`src/rtl/imem_loader_if.sv`:
```
// Byte-stream input and instruction-memory write port of the boot loader.
//   in_valid/in_data/in_ready : 8-bit valid/ready program-image stream
//   wr_en/wr_addr/wr_data     : one-cycle word write strobe into instruction memory
// master = image source / memory side, slave = loader.
interface imem_loader_if;
  logic        in_valid;
  logic [7:0]  in_data;
  logic        in_ready;
  logic        wr_en;
  logic [31:0] wr_addr;
  logic [31:0] wr_data;

  modport master (
    output in_valid, in_data,
    input  in_ready, wr_en, wr_addr, wr_data
  );

  modport slave (
    input  in_valid, in_data,
    output in_ready, wr_en, wr_addr, wr_data
  );
endinterface

```
`src/rtl/imem_loader.sv`:
```
// Boot-time instruction-memory loader. Receives a framed image
// (N lo, N hi, 4*N little-endian data bytes, checksum byte), writes each
// assembled word to instruction memory and releases the core reset only
// after a complete image with a correct checksum.
//   clk, rst    : clock, asynchronous active-low reset
//   start       : one-cycle session request (honoured in IDLE/DONE/ERR)
//   bus         : byte stream in, word write port out
//   core_rst    : active-low core reset, 1 only in DONE
//   busy/done/error : status (LEN..CSUM / DONE / ERR)
//   word_count  : words written in the current session
module imem_loader #(
  parameter int unsigned ADDR_W    = 8,
  parameter logic [31:0] BASE_ADDR = 32'h0000_0000
) (
  input  logic              clk,
  input  logic              rst,
  input  logic              start,
  imem_loader_if.slave      bus,
  output logic              core_rst,
  output logic              busy,
  output logic              done,
  output logic              error,
  output logic [ADDR_W:0]   word_count
);

  localparam int unsigned CNT_W     = ADDR_W + 1;
  localparam logic [16:0] MAX_WORDS = 17'(1 << ADDR_W);

  typedef enum logic [2:0] {
    S_IDLE, S_LEN, S_DATA, S_CSUM, S_DONE, S_ERR
  } state_t;

  state_t             r_state,      w_state;
  logic [1:0]         r_byte_idx,   w_byte_idx;
  logic [15:0]        r_len,        w_len;
  logic [23:0]        r_word,       w_word;
  logic [7:0]         r_sum,        w_sum;
  logic [CNT_W-1:0]   r_word_count, w_word_count;
  logic               r_wr_en,      w_wr_en;
  logic [31:0]        r_wr_addr,    w_wr_addr;
  logic [31:0]        r_wr_data,    w_wr_data;
  logic               r_in_ready,   w_in_ready;
  logic               r_busy,       w_busy;
  logic               r_done,       w_done;
  logic               r_error,      w_error;
  logic               r_core_rst,   w_core_rst;

  logic               w_xfer;
  logic [15:0]        w_new_len;
  logic [7:0]         w_sum_add;
  logic               w_last_word;

  // r_in_ready mirrors "state is LEN/DATA/CSUM", so it gates acceptance directly
  assign w_xfer      = bus.in_valid && r_in_ready;
  assign w_new_len   = {bus.in_data, r_len[7:0]};
  assign w_sum_add   = r_sum + bus.in_data;
  assign w_last_word = (17'(r_word_count) + 17'd1) == {1'b0, r_len};

  // Next-state and next-register computation
  always_comb begin
    w_state      = r_state;
    w_byte_idx   = r_byte_idx;
    w_len        = r_len;
    w_word       = r_word;
    w_sum        = r_sum;
    w_word_count = r_word_count;
    w_wr_en      = 1'b0;
    w_wr_addr    = r_wr_addr;
    w_wr_data    = r_wr_data;

    case (r_state)
      S_IDLE, S_DONE, S_ERR: begin
        if (start) begin
          w_state      = S_LEN;
          w_byte_idx   = 2'd0;
          w_sum        = 8'd0;
          w_word_count = '0;
        end
      end

      S_LEN: begin
        if (w_xfer) begin
          if (r_byte_idx == 2'd0) begin
            w_len[7:0] = bus.in_data;
            w_byte_idx = 2'd1;
          end else begin
            w_len      = w_new_len;
            w_byte_idx = 2'd0;
            if (w_new_len == 16'd0 || {1'b0, w_new_len} > MAX_WORDS) begin
              w_state = S_ERR;
            end else begin
              w_state = S_DATA;
            end
          end
        end
      end

      S_DATA: begin
        if (w_xfer) begin
          w_sum      = w_sum_add;
          w_byte_idx = 2'(r_byte_idx + 2'd1);
          case (r_byte_idx)
            2'd0: w_word[7:0]   = bus.in_data;
            2'd1: w_word[15:8]  = bus.in_data;
            2'd2: w_word[23:16] = bus.in_data;
            default: begin
              // Fourth byte completes the word; address wraps in 32 bits
              w_wr_en      = 1'b1;
              w_wr_addr    = BASE_ADDR + (32'(r_word_count) << 2);
              w_wr_data    = {bus.in_data, r_word};
              w_word_count = r_word_count + CNT_W'(1);
              if (w_last_word) begin
                w_state = S_CSUM;
              end
            end
          endcase
        end
      end

      S_CSUM: begin
        if (w_xfer) begin
          w_sum   = w_sum_add;
          w_state = (w_sum_add == 8'd0) ? S_DONE : S_ERR;
        end
      end

      default: w_state = S_IDLE;
    endcase

    // Status outputs are registered decodes of the upcoming state
    w_in_ready = (w_state == S_LEN) || (w_state == S_DATA) || (w_state == S_CSUM);
    w_busy     = w_in_ready;
    w_done     = (w_state == S_DONE);
    w_core_rst = (w_state == S_DONE);
    w_error    = (w_state == S_ERR);
  end

  // State and output registers
  always_ff @(posedge clk or negedge rst) begin
    if (!rst) begin
      r_state      <= S_IDLE;
      r_byte_idx   <= 2'd0;
      r_len        <= 16'd0;
      r_word       <= 24'd0;
      r_sum        <= 8'd0;
      r_word_count <= '0;
      r_wr_en      <= 1'b0;
      r_wr_addr    <= 32'd0;
      r_wr_data    <= 32'd0;
      r_in_ready   <= 1'b0;
      r_busy       <= 1'b0;
      r_done       <= 1'b0;
      r_error      <= 1'b0;
      r_core_rst   <= 1'b0;
    end else begin
      r_state      <= w_state;
      r_byte_idx   <= w_byte_idx;
      r_len        <= w_len;
      r_word       <= w_word;
      r_sum        <= w_sum;
      r_word_count <= w_word_count;
      r_wr_en      <= w_wr_en;
      r_wr_addr    <= w_wr_addr;
      r_wr_data    <= w_wr_data;
      r_in_ready   <= w_in_ready;
      r_busy       <= w_busy;
      r_done       <= w_done;
      r_error      <= w_error;
      r_core_rst   <= w_core_rst;
    end
  end

  assign bus.in_ready = r_in_ready;
  assign bus.wr_en    = r_wr_en;
  assign bus.wr_addr  = r_wr_addr;
  assign bus.wr_data  = r_wr_data;
  assign core_rst     = r_core_rst;
  assign busy         = r_busy;
  assign done         = r_done;
  assign error        = r_error;
  assign word_count   = r_word_count;

endmodule

```
`src/flat_wrapper.sv`:
```
// flat-port wrapper written by rule: the top's interface ports become plain ports
module imem_loader_flat 
#(
  parameter int unsigned ADDR_W    = 8,
  parameter logic [31:0] BASE_ADDR = 32'h0000_0000
)
  (clk, rst, start, core_rst, busy, done, error, word_count, bus_in_valid, bus_in_data, bus_in_ready, bus_wr_en, bus_wr_addr, bus_wr_data);
  imem_loader_if bus_i ();
  input  logic clk;
  input  logic rst;
  input  logic start;
  output logic core_rst;
  output logic busy;
  output logic done;
  output logic error;
  output logic [ADDR_W:0] word_count;
  input wire logic [$bits(bus_i.in_valid)-1:0] bus_in_valid;
  input wire logic [$bits(bus_i.in_data)-1:0] bus_in_data;
  output wire logic [$bits(bus_i.in_ready)-1:0] bus_in_ready;
  output wire logic [$bits(bus_i.wr_en)-1:0] bus_wr_en;
  output wire logic [$bits(bus_i.wr_addr)-1:0] bus_wr_addr;
  output wire logic [$bits(bus_i.wr_data)-1:0] bus_wr_data;
  assign bus_i.in_valid = bus_in_valid;
  assign bus_i.in_data = bus_in_data;
  assign bus_in_ready = bus_i.in_ready;
  assign bus_wr_en = bus_i.wr_en;
  assign bus_wr_addr = bus_i.wr_addr;
  assign bus_wr_data = bus_i.wr_data;
  imem_loader #(.ADDR_W(ADDR_W), .BASE_ADDR(BASE_ADDR)) u_core (.clk(clk), .rst(rst), .start(start), .bus(bus_i), .core_rst(core_rst), .busy(busy), .done(done), .error(error), .word_count(word_count));
endmodule
```
`config.mk`:
```
export PLATFORM = sky130hd
export DESIGN_NAME = imem_loader_flat
export DESIGN_NICKNAME = d
export VERILOG_FILES = /design/src/rtl/imem_loader_if.sv /design/src/rtl/imem_loader.sv /design/src/flat_wrapper.sv
export SDC_FILE = /design/constraint.sdc
export NUM_CORES = 1
export LEC_CHECK = 0
export ABC_CLOCK_PERIOD_IN_PS = 2300
export CAP_MARGIN = 0
export CORE_ASPECT_RATIO = 1.1
export CORE_MARGIN = 2
export CORE_UTILIZATION = 48
export DETAILED_ROUTE_END_ITERATION = 16
export PLACE_DENSITY = 0.77
export SYNTH_ARGS = -nofsm -noshare
export SYNTH_HDL_FRONTEND = slang
export SYNTH_SLANG_ARGS = --single-unit
export TNS_END_PERCENT = 50
```
`constraint.sdc`:
```
create_clock -name clk -period 2.3 [get_ports clk]
set_input_delay 0.69 -clock clk [delete_from_list [all_inputs] [get_ports clk]]
set_output_delay 0.69 -clock clk [all_outputs]
set_load 0.005 [all_outputs]
```
Word level (Yosys, flattened, before mapping)
Cells that the tools add are included.
- input bits: 12
- register bits after elaboration: 107
- logic and storage cells: 88
- output and inout port bits: 79
- muxes and demuxes: 25
- magnitude comparators: 1
- bitwise gates (word level): 2
- reduce and logical (&&, ||, !) cells: 23
- equal/unequal tests: 18
- add/subtract/negate cells: 4
- operator list (cell ; count):
    $mux 9 ; 3
    $mux 3 ; 8
    $reduce_and 3->1 ; 7
    $pmux 9 s2 ; 1
    $eq 17x16->1 ; 1
    $gt 16x9->1 const B ; 1
    $logic_not 16->1 ; 1
    $mux 8 ; 2
    $pmux 8 s2 ; 1
    $eq 3x2->1 const B ; 4
    $eq 3x3->1 const B ; 4
    $pmux 3 s4 ; 1
    $add 9x1->10 const B ; 1
    $add 9x1->9 const B ; 1
    $add 8x8->8 ; 1
    $logic_not 8->1 ; 1
    $reduce_and 4->1 ; 2
    $eq 3x1->1 const B ; 2
    $mux 2 ; 3
    $ne 2x1->1 const B ; 3
    $pmux 2 s3 ; 1
    $reduce_or 3->1 ; 2
    $mux 1 ; 5
    $ne 2x2->1 const B ; 2
    other kinds (11) ; 15

Logic depth before layout (Yosys ltp)
- depth after elaboration: 9
- depth in mapped cells: 8
- mapped depth without buffers: 8

Worst setup path after synthesis
OpenSTA, ideal clock, no wires.
- path kind: input-to-reg
- from: in bus_in_data[0]
- to: reg u_core.r_done, in the netlist u_core.done
- stages: 8
- data arrival time: 2.466 ns
- setup slack: -0.286 ns
- buffers on the path: 0
- required time: 2.180 ns
- cell sequence: ha_1 > fa_1 > a211o_1 > a2111oi_0 > nand3b_1 > a21oi_1 > a31o_2 > and3_1
- cells in the longest elaborated chain, start to end: 7
- elaborated cells between the ends (all ways): 12
- those cells by class: add/sub: 1; order compare: 1; eq/ne: 1; mux: 6; reduce/logical: 3
- ends and longest elaborated chain (element ; line ; text):
    start: declaration ; flat_wrapper.sv:18 ; input wire logic [$bits(bus_i.in_data)-1:0] bus_in_data;
    $gt 16x9->1 or $logic_not 16->1 (tied branches) ; imem_loader.sv:89 ; if (w_new_len == 16'd0 || {1'b0, w_new_len} > MAX_WORDS) begin
    $logic_or 1x1->1 ; imem_loader.sv:89 ;
    $mux 3 ; imem_loader.sv:89 ;
    $mux 3 ; imem_loader.sv:83 ; if (r_byte_idx == 2'd0) begin
    $mux 3 ; imem_loader.sv:82 ; if (w_xfer) begin
    $pmux 3 s4 (*) ; imem_loader.sv:71 ; case (r_state)
    $eq 3x3->1 (*) ; - ;
    via u_core.w_core_rst ; imem_loader.sv:46 ; logic r_core_rst, w_core_rst;
    end signal: assignment ; imem_loader.sv:167 ; r_done <= w_done;
    end: declaration ; imem_loader.sv:44 ; logic r_done, w_done;
Mark *: on every way through the listed nets, which the timed path passes. The rest lies on a longest branch.
A chain may end at the register's enable or synchronous reset.

Worst setup path after layout
- from: in bus_in_data[1]
- to: reg u_core.r_done, in the netlist u_core.done
The elaborated chain is that of the path after synthesis.

==> reports/qor.yml <==
sta:
  whs_ns: 0.3128
  final-max-slew-violation-count: 0
  fin_crit_sh_pct: 102.7
  rsz0062_at_grt: "true"
  setup_viol: 4
  finalWorstSetupSlack_ns: -0.06204
  hold_viol_final: 0
  fmax_mhz: 423.4
  skew_ns: 0.009517
  fin_tns_setup_ns: -0.1528
  fin_crit_ns: 2.362
placed_design:
  dp_hpwl_mm: 8.908
  gp_congestion: 0.8628
  placement.setup.worst_slack_ns: -0.9050
  place_area_sq_um: 6203
  io_buffer_count: 67
  dpl.cell_count: 748
final_layout:
  final_cells: 767
  final_layout_size_suffix_gt1_share_pct: 20.51
  postLayoutCellArea_sq_um: 6619
  final_util_pct: 63.68
  n_antenna_cell: 0
  final_nets: 644
  syn2layout_area_growth_pct: 28.65
global_route:
  grt_usage_pct: 23.09
  grt_pass1_wl_mm: 20.59
  grt_max_degree: 64
  grt_pass1_vias: 4066
  overflow: 0
  antenna_found_initial: 0
detailed_routing:
  drc_errors: 0
  drt_iter0_drc: 219
  top_layer: "met4"
  ant_nets: 0
  met2_length_mm: 6.392
  drt-total-wl_mm: 12.80
  wl_per_cell_microns: 16.69
  avgViaCountPerCell: 5.309
  wl_met3_microns: 601
  dr_total_vias: 4072
  drt_pass1_iterations: 5
  wl_met1_mm: 5.392
clock_tree:
  insertion_delay_ns: 0.35
  cts_buffer_depth: 2
  clk_pin_slew_ns: 0.07
  cts_tree: "built"
  clock_sinks: 107
  numCtsBuffers: 9
  holdBufCountCts: 0
  htree_levels: 3
  clock-root-buffer: "clkbuf_16"
floorplan:
  die_area_sq_um: 11560
  start_util_pct: 49.50
  core.rowCount: 39
  die_w_microns: 102.7
  die_y_microns: 112.6
  core_area_sq_um: 10390
  ioPinCount: 91
outcome:
  violations: "setup timing"
  status: "complete, but fails checks"
yosys:
  async_flop_share_pct: 100.0
  synth_ff_type: "dfrtp_1"
  ys_seq_elements: 107
  synth.distinct_cells: 52
  yosysSeqAreaShare_pct: 52.04
  syn_area_sq_um: 5145
  avgSynthCellArea_sq_um: 9.990
  synth_edf_count: 0
  yosysWarnings: 0
  syn_inst: 515
hold_path:
  min_path_type: "in -> async"
pwr:
  p_int_mw: 3.514
  p_per_area_nw_per_um2: 739.1
  total_power_mw: 4.892
  pwr-share-clk_pct: 33.5
  swShare_pct: 28.17
  ir_drop_mv: 0.4610
  p_leak_nw: 3.225
  switching_power_mw: 1.378
  p_comb_share_pct: 20.8
  p_seq_share_pct: 45.8
critical_path:
  required_ns: 2.59
  critPathArrivalTime_ns: 2.65
  end_kind: "flop"
  start_kind: "input port"
  crit_type: "in -> reg"
  path_max_fanout: 4
run:
  maxCapViolations: 0
## registers in the layout, indices dropped and copies added (netlist names)
register / flops
u_core.error: 1
u_core.r_byte_idx: 2
u_core.r_word: 24
u_core.bus.wr_addr: 9
u_core.r_len: 16
u_core.bus.wr_data: 32
u_core.done: 1
u_core.r_sum: 8
u_core.bus.wr_en: 1
u_core.bus.in_ready: 1
u_core.r_state: 3
u_core.word_count: 9
## cell usage in the layout, fill, tap and decap left out, drive strengths merged, types with 3 or more instances in the layout
cell	count
dlygate4sd2	6
nand4	4
nor4	5
and3	4
conb	23
ha	12
clkdlybuf4s50	59
or3	3
or4	3
nor2	18
nor3	5
nand2	148
a21oi	10
xor2	6
inv	11
dfrtp	107
o22ai	3
o21ai	25
xnor2	11
clkbuf	11
nor3b	3
nor2b	5
o31ai	3
mux2	40
nand2b	3
nand3	16
and2	6
buf	49
## final timing paths
check | start | endpoint | slack [ns] | cells after the start
worst min register to register | u_core.r_word[12]$_DFFE_PN0P_ | u_core.bus.wr_data[12]$_DFFE_PN0P_ | 0.46 | 2
worst max register to register | u_core.r_sum[0]$_DFFE_PN0P_ | u_core.done$_DFF_PN0_ | -0.06 | 8
min in group clk | u_core.r_word[12]$_DFFE_PN0P_ | u_core.bus.wr_data[12]$_DFFE_PN0P_ | 0.46 | 2
max in group asynchronous | rst | u_core.r_len[10]$_DFFE_PN0P_ | 1.66 | 2
worst min-delay path | rst | u_core.bus.wr_addr[4]$_DFFE_PN0P_ | 0.31 | 2
worst max-delay path | bus_in_data[1] | u_core.done$_DFF_PN0_ | -0.06 | 9
## timing repair
| action | 4_1_cts | 5_1_grt |
|---|---|---|
| buffers inserted | 1 | 2 |
| resized for setup | 18 | 8 |
| pin swaps | 12 | 6 |
| setup endpoints to repair | 9 | 5 |
## worst max-delay path: stages
cell           delay, ns
dlygate4sd2_1       0.27
buf_4               0.15
ha_1                0.28
a21o_1              0.18
and3_4              0.20
or3_4               0.37
a21oi_2             0.14
a31o_2              0.21
and3_4              0.17
## cells by family after synthesis
family | share of synthesized area, %
buffers and inverters | 5.690
DFF | 52.04
other | 0.07289
muxes | 8.755
and+or+nand+nor | 19.82
AOI/OAI and AO/OA | 7.418
adders and majority gates | 3.307
xor gates and xnor gates | 2.894
## routing by layer
| layer | track usage (%) | up-vias |
|---|---|---|
| li1 | - | 1896 |
| met1 | 29.61 | 1998 |
| met2 | 38.78 | 144 |
| met3 | 4.670 | 34 |
| met4 | 7.822 | 0 |
| met5 | 0 | - |
## power groups by stage
stage | logic (mW) | clock network [mW] | registers, mW
after floorplan | 0.637 | 0 | 2.22
after global placement | 0.951 | 0 | 2.25
after detailed placement | 0.981 | 0 | 2.27
after CTS | 1.00 | 1.65 | 2.23
after global routing | 1.10 | 1.74 | 2.26
final | 1.02 | 1.64 | 2.24
## area by class of cell
class,count,area [sq um]
inverters,9,33.78
flip-flops and latches,107,2678
well taps,143,178.9
clock inverters,5,67.56
clock buffers,11,252.7
multi-input cells,378,2356
fillers,820,3775
repair buffers,114,1052
## Yosys cell counts, types with 2 or more instances
library cell | n | area (sq um)
or3_1 | 3 | 18.77
nand3b_1 | 2 | 15.01
nand3_1 | 16 | 80.08
nor2_1 | 18 | 67.56
nor3_1 | 5 | 25.02
or4_4 | 2 | 22.52
dfrtp_1 | 107 | 2678
mux2_2 | 40 | 450.4
and2_1 | 6 | 37.54
xnor2_1 | 11 | 96.34
buf_4 | 25 | 187.7
o21ai_0 | 20 | 100.1
nor3b_2 | 2 | 25.02
buf_1 | 3 | 11.26
clkbuf_1 | 12 | 45.04
nand4_1 | 4 | 25.02
o21ai_1 | 5 | 25.02
and3_1 | 4 | 25.02
xor2_1 | 6 | 52.55
o22ai_1 | 3 | 18.77
nand2b_1 | 3 | 18.77
o21a_1 | 2 | 15.01
nor4_1 | 4 | 25.02
nor2b_1 | 5 | 31.28
nand2_1 | 148 | 555.5
ha_1 | 12 | 150.1
a21o_1 | 2 | 15.01
o31ai_1 | 3 | 22.52
a21oi_1 | 10 | 50.05
inv_1 | 8 | 30.03
buf_2 | 3 | 15.01
(Power assumes the default switching activity.)
